File: config.mk
export PLATFORM = sky130hd
export DESIGN_NAME = fp_div_core_flat
export DESIGN_NICKNAME = d
export VERILOG_FILES = /design/src/rtl/fp_div_core_if.sv /design/src/rtl/fp_div_core.sv /design/src/flat_wrapper.sv
export SDC_FILE = /design/constraint.sdc
export NUM_CORES = 1
export LEC_CHECK = 0
export ABC_AREA = 1
export BUFFER_PORTS_ARGS = -buffer_cell sky130_fd_sc_hd__buf_2
export CAP_MARGIN = 20
export CORE_UTILIZATION = 55
export DETAILED_ROUTE_END_ITERATION = 7
export HOLD_SLACK_MARGIN = 0.12
export PLACE_DENSITY_LB_ADDON = 0.2
export SLEW_MARGIN = 20
export SYNTH_ARGS = -nofsm -noshare
export SYNTH_HDL_FRONTEND = slang
export SYNTH_SLANG_ARGS = --single-unit
File: constraint.sdc
create_clock -name clk -period 4.5 [get_ports clk]
set_clock_uncertainty 0.2 [all_clocks]
set_input_delay 0.45 -clock clk [delete_from_list [all_inputs] [get_ports clk]]
set_output_delay 0.45 -clock clk [all_outputs]
set_load 0.005 [all_outputs]
File: src/rtl/fp_div_core_if.sv
// fp_div_core_if: request/response bundle for the single-precision divider.
//   start       : request a division of in1/in2 (master -> slave)
//   in1, in2    : IEEE-754 single-precision dividend / divisor (master -> slave)
//   busy        : division in progress (slave -> master)
//   done        : one-cycle pulse when temp_result is updated (slave -> master)
//   temp_result : raw quotient before special-case export (slave -> master)
interface fp_div_core_if;
    logic        start;
    logic [31:0] in1;
    logic [31:0] in2;
    logic        busy;
    logic        done;
    logic [31:0] temp_result;

    modport master (
        output start, in1, in2,
        input  busy, done, temp_result
    );

    modport slave (
        input  start, in1, in2,
        output busy, done, temp_result
    );
endinterface

File: src/rtl/fp_div_core.sv
// fp_div_core: multi-cycle IEEE-754 single-precision divider, truncating,
// no denormal output. Restoring division produces one quotient bit per cycle.
//
// Ports:
//   clk  : sole clock, rising edge
//   rst  : asynchronous active-high reset
//   bus  : fp_div_core_if.slave (start, in1, in2, busy, done, temp_result)
//
// Timing: start accepted at an IDLE edge; 25 DIV cycles, one NORM cycle, then
// done is high for the DONE cycle, the 27th cycle counting the accepting one.
//
//   state | meaning
//   IDLE  | waiting for start
//   DIV   | one restoring-division quotient bit per cycle, 25 cycles
//   NORM  | normalise, exponent check, temp_result loaded on exit
//   DONE  | done pulse; start ignored
module fp_div_core #(
    parameter int LATENCY = 27
) (
    input  logic          clk,
    input  logic          rst,
    fp_div_core_if.slave  bus
);

    typedef enum logic [1:0] {
        IDLE = 2'd0,
        DIV  = 2'd1,
        NORM = 2'd2,
        DONE = 2'd3
    } state_t;

    state_t             state_q, state_d;
    logic [4:0]         cnt_q, cnt_d;
    logic [24:0]        rem_q, rem_d;
    logic [24:0]        quo_q, quo_d;
    logic [23:0]        mb_q, mb_d;
    logic signed [9:0]  exp_q, exp_d;
    logic               sign_q, sign_d;
    logic               special_q, special_d;
    logic [31:0]        temp_result_q, temp_result_d;

    logic               accept;
    logic [24:0]        rem_sub;
    logic               rem_ge;
    logic [24:0]        rem_next;
    logic signed [9:0]  exp_norm;
    logic [22:0]        mant_norm;
    logic [31:0]        result_norm;
    logic [7:0]         ea, eb;

    assign accept = (state_q == IDLE) && bus.start;
    assign ea     = bus.in1[30:23];
    assign eb     = bus.in2[30:23];

    // State register
    always_ff @(posedge clk or posedge rst) begin
        if (rst) begin
            state_q <= IDLE;
        end else begin
            state_q <= state_d;
        end
    end

    // Next-state logic
    always_comb begin
        state_d = state_q;
        case (state_q)
            IDLE:    if (bus.start) state_d = DIV;
            DIV:     if (cnt_q == 5'd0) state_d = NORM;
            NORM:    state_d = DONE;
            DONE:    state_d = IDLE;
            default: state_d = IDLE;
        endcase
    end

    // Outputs
    always_comb begin
        bus.busy = (state_q != IDLE);
        bus.done = (state_q == DONE);
    end

    assign bus.temp_result = temp_result_q;

    // Restoring-division step. The remainder stays below Mb after a
    // subtraction, so the left shift never loses a significant bit.
    always_comb begin
        rem_sub  = rem_q - {1'b0, mb_q};
        rem_ge   = (rem_q >= {1'b0, mb_q});
        rem_next = rem_ge ? rem_sub : rem_q;
    end

    // Normalisation and range check of the finished quotient
    always_comb begin
        exp_norm    = quo_q[24] ? exp_q : (exp_q - 10'sd1);
        mant_norm   = quo_q[24] ? quo_q[23:1] : quo_q[22:0];
        result_norm = {sign_q, exp_norm[7:0], mant_norm};
        if (special_q) begin
            result_norm = {sign_q, 31'h0};
        end else if (exp_norm >= 10'sd255) begin
            result_norm = {sign_q, 8'hFF, 23'h0};
        end else if (exp_norm <= 10'sd0) begin
            result_norm = {sign_q, 31'h0};
        end
    end

    // Datapath next-state
    always_comb begin
        cnt_d         = cnt_q;
        rem_d         = rem_q;
        quo_d         = quo_q;
        mb_d          = mb_q;
        exp_d         = exp_q;
        sign_d        = sign_q;
        special_d     = special_q;
        temp_result_d = temp_result_q;
        if (accept) begin
            sign_d    = bus.in1[31] ^ bus.in2[31];
            rem_d     = {1'b0, 1'b1, bus.in1[22:0]};
            mb_d      = {1'b1, bus.in2[22:0]};
            exp_d     = $signed({2'b00, ea}) - $signed({2'b00, eb}) + 10'sd127;
            special_d = (ea == 8'h00) || (ea == 8'hFF) || (eb == 8'h00) || (eb == 8'hFF);
            quo_d     = 25'h0;
            cnt_d     = 5'd24;
        end else if (state_q == DIV) begin
            quo_d = {quo_q[23:0], rem_ge};
            rem_d = rem_next << 1;
            cnt_d = cnt_q - 5'd1;
        end else if (state_q == NORM) begin
            temp_result_d = result_norm;
        end
    end

    always_ff @(posedge clk or posedge rst) begin
        if (rst) begin
            cnt_q         <= 5'd0;
            rem_q         <= 25'h0;
            quo_q         <= 25'h0;
            mb_q          <= 24'h0;
            exp_q         <= 10'sd0;
            sign_q        <= 1'b0;
            special_q     <= 1'b0;
            temp_result_q <= 32'h0;
        end else begin
            cnt_q         <= cnt_d;
            rem_q         <= rem_d;
            quo_q         <= quo_d;
            mb_q          <= mb_d;
            exp_q         <= exp_d;
            sign_q        <= sign_d;
            special_q     <= special_d;
            temp_result_q <= temp_result_d;
        end
    end

endmodule

File: src/flat_wrapper.sv
// flat-port wrapper written by rule: the top's interface ports become plain ports
module fp_div_core_flat 
#(
    parameter int LATENCY = 27
)
  (clk, rst, bus_start, bus_in1, bus_in2, bus_busy, bus_done, bus_temp_result);
  fp_div_core_if bus_i ();
  input  logic clk;
  input  logic rst;
  input wire logic [$bits(bus_i.start)-1:0] bus_start;
  input wire logic [$bits(bus_i.in1)-1:0] bus_in1;
  input wire logic [$bits(bus_i.in2)-1:0] bus_in2;
  output wire logic [$bits(bus_i.busy)-1:0] bus_busy;
  output wire logic [$bits(bus_i.done)-1:0] bus_done;
  output wire logic [$bits(bus_i.temp_result)-1:0] bus_temp_result;
  assign bus_i.start = bus_start;
  assign bus_i.in1 = bus_in1;
  assign bus_i.in2 = bus_in2;
  assign bus_busy = bus_i.busy;
  assign bus_done = bus_i.done;
  assign bus_temp_result = bus_i.temp_result;
  fp_div_core #(.LATENCY(LATENCY)) u_core (.clk(clk), .rst(rst), .bus(bus_i));
endmodule
Word level (Yosys, flattened, before mapping)
Index checks and enable logic that the tools add are counted.

Add/subtract/negate cells: 5. Reductions and logical operators: 12. Multiplexer cells: 15. Equality and inequality tests: 7. Bitwise gates (word level): 3. Magnitude comparators: 3.

Operator list (count): 25-bit two-way mux (4); 31-bit two-way mux (3); 25-bit by 24-bit >= comparator with 1-bit output (1); 24-bit two-way mux (1); 24-bit subtractor (1); 23-bit two-way mux (1); 8-bit == test, second input constant (2); 8-bit logical NOT (2); 10-bit by 8-bit adder with 10-bit output, second input constant (1); 10-bit by 9-bit >= comparator with 1-bit output, second input constant (1); 10-bit by 1-bit <= comparator with 1-bit output, second input constant (1); 10-bit two-way mux (1); 5-bit two-way mux (2); 10-bit by 2-bit subtractor with 10-bit output, second input constant (1); 8-bit by 8-bit subtractor with 9-bit output (1); 2-bit case mux with 4 select lines (1); 5-bit logical NOT (1); 5-bit by 1-bit subtractor with 5-bit output, second input constant (1); 2-bit == test, second input constant (2); 2-bit two-way mux (2); 2-bit nonzero test (2); 1-bit logical OR (3); 3-bit AND reduction (1); 2-bit by 1-bit == test with 1-bit output, second input constant (1); 7 further kinds (8).

Logic and storage cells: 54. Register bits after elaboration: 125.

Depth between registers and ports, before layout
Gate-level depths: netlist of run 1.

Depth in word-level cells: 6. Gate-level depth with buffers: 16. Mapped depth without buffers: 16.

Worst setup path before layout of run 1
OpenSTA, ideal clock, no wires.

Kind: input to register. Start point: in bus_in1[23]. End point: reg u_core.exp_q[7]. Stages on the path: 11. Library setup time: 0.118 ns. Required time: 4.182 ns. Setup slack: 2.182 ns. Arrival: 2.000 ns. Cells stage by stage: inv_1 > ha_1 > inv_1 > fa_1 > xnor2_1 > nand3_1 > nand3b_1 > nor2_1 > nand3_1 > nand3_1 > nand2_1.

Word-level cells in the longest chain between the ends: 2.

RTL lines: start, declared (RTL line flat_wrapper.sv:11) `input wire logic [$bits(bus_i.in1)-1:0] bus_in1;`; 8-bit by 8-bit subtractor with 9-bit output (RTL line fp_div_core.sv:120) `exp_d = $signed({2'b00, ea}) - $signed({2'b00, eb}) + 10'sd127;`; 10-bit by 8-bit adder with 10-bit output (RTL line fp_div_core.sv:120); end signal, assigned (RTL line fp_div_core.sv:148) `exp_q <= exp_d;`; end, declared (RTL line fp_div_core.sv:37) `logic signed [9:0] exp_q, exp_d;`.

No other way between the ends. A chain may end at the register's enable or synchronous reset.

Worst setup path in the final report of run 1
Start point: reg u_core.rem_q[4]. End point: reg u_core.rem_q[16].

Word-level cells in the longest chain between the ends: 4. Elaborated cells on any way between the ends: 5. Classes of those cells: add/sub (1); order compare (1); mux (3).

RTL lines: start, declared (RTL line fp_div_core.sv:34) `logic [24:0] rem_q, rem_d;`; start signal, assigned (RTL line fp_div_core.sv:145) `rem_q <= rem_d;`; 24-bit subtractor / 25-bit by 24-bit >= comparator with 1-bit output (equally long branches) (RTL line fp_div_core.sv:87, fp_div_core.sv:88); 24-bit two-way mux * (RTL line fp_div_core.sv:89) `rem_next = rem_ge ? rem_sub : rem_q;`; 25-bit two-way mux * (RTL line fp_div_core.sv:124) `end else if (state_q == DIV) begin`; 25-bit two-way mux * (RTL line fp_div_core.sv:116) `if (accept) begin`.

Mark *: on every way between the ends. The rest lies on a longest branch, timed or not. The select of a mux whose other input is x is not followed.

==> results of run 1 <==
[layout make-up]
cell class	count	area share
Multi-Input combinational cell	822	0.446
Sequential cell	125	0.315
Timing Repair Buffer	143	0.0911
Inverter	175	0.0669
Clock buffer	19	0.0447
Tap cell	184	0.0232
Clock inverter	13	0.0131
[critical path, stage by stage, from the launching register on]
cell,delay (ns)
dfrtp_1,0.40
ha_1,0.35
a21oi_1,0.21
nand3_1,0.23
nand2_1,0.13
nand2_2,0.09
nand2_4,0.21
nand3_2,0.57
or2_1,0.44
nand3_1,0.07
nand2_1,0.07
[logic make-up after synthesis]
family / synth area share
AO/OA/AOI/OAI: 0.116
adder cells (fa/ha/maj): 0.0657
AND/OR/NAND/NOR: 0.323
flip-flops: 0.372
buffers and inverters: 0.103
XOR/XNOR: 0.0198
[report_power, final]
| part | switching, mW | internal, mW |
|---|---|---|
| registers | 0.303 | 1.61 |
| clock network | 0.556 | 0.788 |
| logic | 2.97 | 1.58 |
| total | 3.83 | 3.98 |
[registers in the layout, indices dropped and copies added (netlist names)]
name,cells
u_core.cnt_q,5
u_core.exp_q,10
u_core.special_q,1
u_core.quo_q,25
u_core.mb_q,24
u_core.state_q,2
u_core.bus.temp_result,32
u_core.sign_q,1
u_core.rem_q,25
[per-layer routing]
layer / global-route usage / wire length (um) / part of all wire / vias to the layer above
met4: 0.0567 / 128 / 0.0060 / 0
met5: 0 / 0 / 0 / -
met3: 0.0548 / 1270 / 0.060 / 14
li1: - / - / - / 3997
met1: 0.415 / 10300 / 0.49 / 3668
met2: 0.445 / 9500 / 0.45 / 251
[cells in the final DEF (no fill, tap or decap), types with 3 or more instances in the layout]
| cell type | count |
|---|---|
| nand3b_1 | 6 |
| inv_2 | 7 |
| or2_1 | 4 |
| nand3_2 | 22 |
| inv_6 | 6 |
| nand3_1 | 74 |
| o22ai_1 | 25 |
| nor4_1 | 3 |
| buf_2 | 100 |
| inv_1 | 163 |
| nor2_2 | 3 |
| buf_4 | 11 |
| nor2_1 | 64 |
| dfrtp_1 | 125 |
| nand2_4 | 4 |
| nand2_2 | 6 |
| xor2_1 | 7 |
| a211oi_1 | 10 |
| nor3_1 | 7 |
| clkbuf_16 | 17 |
| a21oi_1 | 46 |
| xnor2_1 | 12 |
| a22o_1 | 3 |
| ha_1 | 41 |
| o21ai_0 | 73 |
| clkinvlp_4 | 3 |
| o21ai_2 | 3 |
| o21bai_1 | 5 |
| dlygate4sd3_1 | 32 |
| nand2_1 | 350 |
| a31oi_1 | 4 |
| nand4_1 | 33 |
[per-stage QoR]
step | hold WS [ns] | util | std cells | cell area [um2]
5_1_grt | 0.140 | 0.672 | 1481 | 9920
2_1_floorplan | 0.226 | - | 1164 | 8420
4_1_cts | 0.120 | 0.672 | 1481 | 9920
6_report | 0.132 | 0.672 | 1481 | 9920
3_5_place_dp | 0.260 | 0.612 | 1417 | 9020
3_3_place_gp | 0.253 | 0.612 | 1417 | 9020
[worst paths after layout]
path	from	endpoint	slack, ns	cells past startpoint
worst max-delay path	u_core.rem_q[4]$_DFFE_PP0P_	u_core.rem_q[16]$_DFFE_PP0P_	1.39	10
worst min-delay path	bus_in2[22]	u_core.mb_q[22]$_DFFE_PP0P_	0.13	3
worst max register to register	u_core.rem_q[4]$_DFFE_PP0P_	u_core.rem_q[16]$_DFFE_PP0P_	1.39	10
worst min register to register	u_core.mb_q[23]$_DFFE_PP0P_	u_core.mb_q[23]$_DFFE_PP0P_	0.27	2
max in group asynchronous	rst	u_core.quo_q[0]$_DFFE_PP0P_	2.61	4
min in group asynchronous	rst	u_core.mb_q[13]$_DFFE_PP0P_	0.52	3
==> flow_summary.json, run 1 <==
{
  "syn_area_mm2": 0.00842,
  "setup_violations": 0,
  "wl_per_cell_um": 14.3,
  "vdd_ir_drop_max_mv": 0.472,
  "drv_slew": 0,
  "drt_iter0_markers": 630,
  "place_ws_ns": 1.38,
  "grt_max_degree": 82,
  "coreArea_mm2": 0.0148,
  "cts_tree": "built",
  "clock_latency_ns": 0.42,
  "synth-main-ff-cell": "dfrtp_1",
  "synth_nets": 1274,
  "clock_sinks": 125,
  "setup-tns-final_ns": 0,
  "path_class": "register to register",
  "worstPathRequired_ns": 4.60,
  "grt_usage": 0.286,
  "fillCellCount": 1293,
  "finalHoldViolations": 0,
  "clk_pin_slew_ns": 0.06,
  "antenna_found_initial": 0,
  "drive_gt1_frac": 0.156,
  "post_cts_buffers": 0,
  "vias": 7930,
  "synthCells": 1164,
  "grt_pass1_vias": 7398,
  "path_max_fanout": 30,
  "period_share": 0.691,
  "p_leak_nw": 5.24,
  "htreeDepth": 4,
  "cp-start-kind": "register",
  "synth_area_per_cell_um2": 7.23,
  "antenna_left": 0,
  "row_count": 44,
  "final_nets": 1394,
  "power.total_mw": 7.81,
  "slew-limit-headroom": 0.509,
  "dp_hpwl_mm": 14.8,
  "seqCellArea_mm2": 0.00313,
  "end_kind": "register",
  "synth_most_common_cell": "nand2_1",
  "yosysWarnings": 0,
  "max_slew.worst_pin.slew_ns": 0.736,
  "grt_overflow": 0,
  "synth_top_cell_area_share": 0.372,
  "start_util": 0.570,
  "cts_resized": 0,
  "holdBufCountCts": 32,
  "synth_edf_count": 0,
  "fmax_ghz": 0.322,
  "synthTopCellsByCount": "nand2_1 (350), inv_1 (164), dfrtp_1 (125)",
  "die_w_um": 126,
  "cts-root-buf": "clkbuf_16",
  "synth_cell_types": 47,
  "status": "finished, final reports clean",
  "powerDensity_mw_per_mm2": 788,
  "drv_cap": 0,
  "clockBufferDepth": 2,
  "min_path_type": "primary input to register",
  "routed_wl_mm": 21.2,
  "dieArea_mm2": 0.0158,
  "worst_ep_arrival_time_ns": 3.21,
  "n_antenna_cell": 0,
  "route.detailed.drc": 0,
  "die_y_um": 126,
  "grt_pass1_wl_mm": 36.2,
  "portBuffers": 100,
  "drtPass1Iterations": 5,
  "period_needed_ns": 3.11,
  "multiInputGateArea_mm2": 0.00442,
  "ys_seq_elements": 125,
  "seq_area_frac_synth": 0.372,
  "syn_to_final_growth_pct": 17.8,
  "yosys.area.top_type": "dfrtp_1",
  "fin_ws_ns": 1.39,
  "drt-vias-per-instance": 5.35,
  "num_io_pins": 101,
  "rsz0062_at_grt": "false",
  "async_flop_share": 1.00,
  "synth.area.top_cells": "dfrtp_1 (37%), nand2_1 (16%), inv_1 (7.3%)",
  "gp_congestion": 0.937,
  "cts_buffers": 17
}
Power figures use the tool's default switching activity.
==> run 2: changes to the inputs <==
- CORE_UTILIZATION: 55 -> 54
- clock period: 4.5 -> 2.5 ns (I/O delays scaled with it)
==> run 2 against run 1 <==
Design area up 5.5%. First-iteration DRC count increased by 9.7%. Power up 88%. Global-route usage shrank 0.18 points. Utilization rose by 1.6 points. Critical path type unchanged. Via count grew 2.7%. Non-clock buffer count grew 45. Worst hold slack gained 0.0097 ns.
==> flow_summary.json, run 2 (same netlist as run 1, synthesis figures left out) <==
{
  "status": "finished, final reports clean",
  "syn_to_final_growth_pct": 24.3,
  "wl_per_cell_um": 14.2,
  "finalHoldViolations": 0,
  "slew-limit-headroom": 0.650,
  "routed_wl_mm": 21.7,
  "min_path_type": "primary input to register",
  "mostFrequentLayoutCells": "nand2_1 (345), inv_1 (163), dfrtp_1 (125), buf_2 (100)",
  "die_w_um": 127,
  "grt_pass1_wl_mm": 36.6,
  "fillCellCount": 1326,
  "fin_util": 0.688,
  "n_antenna_cell": 0,
  "drive_gt1_frac": 0.183,
  "max_slew.worst_pin.slew_ns": 0.524,
  "clk_pin_slew_ns": 0.06,
  "grt_usage": 0.284,
  "coreArea_mm2": 0.0152,
  "cp-start-kind": "register",
  "vias": 8142,
  "gp_congestion": 1.02,
  "layout_commonest_cell": "nand2_1",
  "htreeDepth": 4,
  "clock_sinks": 125,
  "num_io_pins": 101,
  "final_nets": 1439,
  "cts_tree": "built",
  "period_share": 0.960,
  "powerDensity_mw_per_mm2": 1400,
  "clockBufferDepth": 2,
  "route.detailed.drc": 0,
  "drt_iter0_markers": 691,
  "drv_cap": 0,
  "row_count": 45,
  "dp_cells": 1440,
  "drtPass1Iterations": 5,
  "cts-root-buf": "clkbuf_16",
  "power.total_mw": 14.7,
  "drt-vias-per-instance": 5.32,
  "fmax_ghz": 0.416,
  "end_kind": "register",
  "start_util": 0.554,
  "period_needed_ns": 2.40,
  "largest_reg_flops": 32,
  "grt_overflow": 0,
  "grt_pass1_vias": 7841,
  "cts_buffers": 17,
  "dp_hpwl_mm": 15.3,
  "portBuffers": 100,
  "path_max_fanout": 17,
  "path_class": "register to register",
  "clock_latency_ns": 0.42,
  "grt_max_degree": 44,
  "dieArea_mm2": 0.0161,
  "antenna_left": 0,
  "die_y_um": 127,
  "drv_slew": 0,
  "p_leak_nw": 5.46,
  "worstPathRequired_ns": 2.60,
  "antenna_found_initial": 0,
  "worst_ep_arrival_time_ns": 2.50,
  "finalNonFillerCells": 1530,
  "vdd_ir_drop_max_mv": 0.698,
  "setup_violations": 0
}
## run 2: changes by cell type in the layout (fill, tap and decap cells not counted), sizes merged
cell / previous run / this run
clkbuf: 19 / 18
buf: 111 / 134
clkinvlp: 3 / 4
dlygate4sd3: 32 / 54
## run 2: power breakdown
group / total, mW / switching [mW] / internal [mW]
clock network: 2.47 / 1.04 / 1.43
registers: 3.46 / 0.556 / 2.91
logic: 8.76 / 5.52 / 3.23
total: 14.7 / 7.12 / 7.57
## run 2: critical path: stages, from the launching register on
cell and delay (ns):
dfrtp_1 0.40, ha_1 0.35, a21oi_1 0.23, nand2_1 0.11
clkinv_1 0.05, nand2_1 0.11, a21oi_4 0.19, buf_4 0.28
nand4_1 0.14, nand3_1 0.12, nand3_1 0.08
## run 2: path summary, 6_finish.rpt
path                       slack, ns  cells after the start                              startpoint                                      to
setup / recovery                 0.1                     10            u_core.rem_q[16]$_DFFE_PP0P_             u_core.rem_q[3]$_DFFE_PP0P_
hold / removal                  0.14                      6                             bus_in1[30]             u_core.exp_q[8]$_DFFE_PP0P_
setup reg to reg                 0.1                     10            u_core.rem_q[16]$_DFFE_PP0P_             u_core.rem_q[3]$_DFFE_PP0P_
hold reg to reg                 0.27                      2  u_core.bus.temp_result[12]$_DFFE_PP0P_  u_core.bus.temp_result[12]$_DFFE_PP0P_
max in group asynchronous       1.08                      4                                     rst  u_core.bus.temp_result[21]$_DFFE_PP0P_
min in group asynchronous       0.21                      3                                     rst            u_core.rem_q[18]$_DFFE_PP0P_
## run 2: final cells by class
type	count	area, um2	area share
multi-input cells	822	4510	0.431
repair buffers	188	1330	0.128
clock buffers	18	439	0.0420
inverters	175	664	0.0635
well taps	188	235	0.0225
clock inverters	14	150	0.0144
flip-flops and latches	125	3130	0.299
## run 2: routing by layer
metal / up-vias / part of all wire / GRT usage
met5: - / 0 / 0
met4: 0 / 0.014 / 0.0777
met3: 26 / 0.056 / 0.0451
met2: 240 / 0.46 / 0.461
met1: 3772 / 0.47 / 0.394
li1: 4104 / - / -
## run 2: timing repair
item,in CTS,in global routing
setup buffers,0,4
hold endpoints to repair,100,0
setup endpoints to repair,0,33
hold buffers,54,0
resized for setup,0,26
## run 2: stage by stage
stage / hold slack, ns / setup TNS, ns / cell area (um2) / setup WS, ns
finish: 0.142 / 0 / 10500 / 0.0990
detailed placement: 0.118 / 0 / 9200 / 0.0676
CTS: 0.137 / 0 / 10300 / 0.0394
global placement: 0.111 / 0 / 9200 / 0.119
floorplan: 0.160 / 0 / 8420 / 0.297
global route: 0.168 / -0.00505 / 10500 / -0.00505
==> run 3: changes to the inputs <==
- CORE_MARGIN: not set -> 4
- CORE_UTILIZATION: 54 -> 35
==> run 3 against run 2 <==
Power is 0.23% higher. Maximum frequency is 1.8% higher. Worst setup slack better by 0.043 ns. Clock power is 2% higher. Via count is 3.4% lower. Sequential share of layout area is 0.66 points lower. Design area is 2.2% higher. Global-route usage is 11 points lower. Final cell count is 8.4% higher. Die area is 65% higher. Utilization is 23 points lower. First-iteration DRC count is 37% lower.
==> flow_summary.json, run 3 (same netlist as run 1, synthesis figures left out) <==
{
  "status": "finished, final reports clean",
  "clkPwrFrac": 0.172,
  "largest_reg_flops": 32,
  "dpl_cell_area_mm2": 0.00944,
  "fin_ws_ns": 0.142,
  "htreeDepth": 4,
  "dieArea_mm2": 0.0266,
  "clock_sinks": 125,
  "power.total_mw": 14.7,
  "mostFrequentLayoutCells": "nand2_1 (347), inv_1 (163), dfrtp_1 (125), buf_2 (100), o21ai_0 (72)",
  "worst_ep_arrival_time_ns": 2.52,
  "cts_tree": "built",
  "layout_commonest_cell": "nand2_1",
  "grt_max_degree": 51,
  "fillCellCount": 2457,
  "num_io_pins": 101,
  "drt-vias-per-instance": 4.74,
  "grt_usage": 0.179,
  "drtPass1Iterations": 5,
  "drv_cap": 0,
  "worstPathRequired_ns": 2.67,
  "period_needed_ns": 2.36,
  "clk_pin_slew_ns": 0.06,
  "grt_pass1_vias": 7620,
  "seqCellArea_mm2": 0.00313,
  "powerDensity_mw_per_mm2": 1380,
  "grt_pass1_wl_mm": 38.5,
  "max_slew.worst_pin.slew_ns": 0.485,
  "setup-tns-final_ns": 0,
  "finalHoldViolations": 0,
  "multiInputGateArea_mm2": 0.00453,
  "dp_cells": 1573,
  "setup_violations": 0,
  "routed_wl_mm": 23.0,
  "whs_ns": 0.146,
  "clockBufferDepth": 2,
  "wl_per_cell_um": 13.9,
  "n_antenna_cell": 0,
  "period_share": 0.943,
  "rsz0062_at_grt": "true",
  "cts_buffers": 17,
  "die_w_um": 163,
  "start_util": 0.357,
  "final_nets": 1438,
  "power.switching_mw": 7.07,
  "p_int_mw": 7.65,
  "syn_to_final_growth_pct": 27.1,
  "clock_latency_ns": 0.43,
  "end_kind": "register",
  "route.detailed.drc": 0,
  "antenna_found_initial": 0,
  "row_count": 56,
  "p_leak_nw": 5.51,
  "drive_gt1_frac": 0.184,
  "slew-limit-headroom": 0.676,
  "gp_congestion": 0.910,
  "vias": 7862,
  "dp_hpwl_mm": 16.7,
  "p_seq_frac": 0.233,
  "antenna_left": 0,
  "fin_util": 0.454,
  "coreArea_mm2": 0.0235,
  "comb_power_share": 0.596,
  "cp-start-kind": "primary input",
  "cts-root-buf": "clkbuf_16",
  "die_y_um": 163,
  "min_path_type": "primary input to register",
  "drv_slew": 0,
  "stdcell_area_mm2": 0.0107,
  "path_max_fanout": 3,
  "fmax_ghz": 0.424,
  "path_class": "primary input to register",
  "portBuffers": 100,
  "finalNonFillerCells": 1659,
  "vdd_ir_drop_max_mv": 0.496,
  "drt_iter0_markers": 435,
  "p_sw_frac": 0.480,
  "grt_overflow": 0,
  "place_ws_ns": 0.0748
}
run 3: path summary, 6_finish.rpt:
check / slack, ns / start / cells past startpoint / end
worst max-delay path: 0.14 / bus_in2[23] / 9 / u_core.special_q$_DFFE_PP0P_
worst min-delay path: 0.15 / bus_in1[23] / 5 / u_core.exp_q[0]$_DFFE_PP0P_
worst max register to register: 0.16 / u_core.rem_q[8]$_DFFE_PP0P_ / 13 / u_core.rem_q[19]$_DFFE_PP0P_
worst min register to register: 0.26 / u_core.mb_q[23]$_DFFE_PP0P_ / 2 / u_core.mb_q[23]$_DFFE_PP0P_
max in group asynchronous: 1.04 / rst / 5 / u_core.rem_q[24]$_DFFE_PP0P_
min in group asynchronous: 0.20 / rst / 3 / u_core.bus.temp_result[12]$_DFFE_PP0P_
run 3: repair_timing:
action / CTS / global route
endpoints found under the hold margin: 149 / 0
gates resized for setup: 0 / 30
hold buffers: 55 / 0
buffers inserted: 0 / 0
endpoints found under the setup margin: 0 / 28
run 3: metal layers:
metal | GRT usage | vias up | share of wire
met5 | 0 | - | 0
met4 | 0.0450 | 0 | 0.012
met3 | 0.0237 | 21 | 0.034
met2 | 0.287 | 131 | 0.45
met1 | 0.256 | 3625 | 0.50
li1 | - | 4085 | -
run 3: worst max-delay path: stages:
cell           delay, ns
dlygate4sd3_1       0.54
buf_2               0.15
nor4_4              0.12
nand3_1             0.10
o21ai_0             0.09
a31oi_1             0.05
dlygate4sd3_1       0.55
a21oi_1             0.11
dlygate4sd3_1       0.55
run 3: final cells by class:
| class | instances | area share |
|---|---|---|
| inverters | 175 | 0.0621 |
| multi-input cells | 822 | 0.423 |
| repair buffers | 187 | 0.130 |
| flip-flops and latches | 125 | 0.292 |
| clock buffers | 17 | 0.0398 |
| well taps | 319 | 0.0373 |
| clock inverters | 14 | 0.0150 |
run 3: power by group through the flow:
stage,clock network [mW],logic (mW),registers [mW]
after floorplan,0,6.27,3.36
after global placement,0,8.54,3.45
after detailed placement,0,8.55,3.45
after CTS,2.59,8.68,3.43
after global routing,2.67,10.0,3.54
final,2.53,8.77,3.43
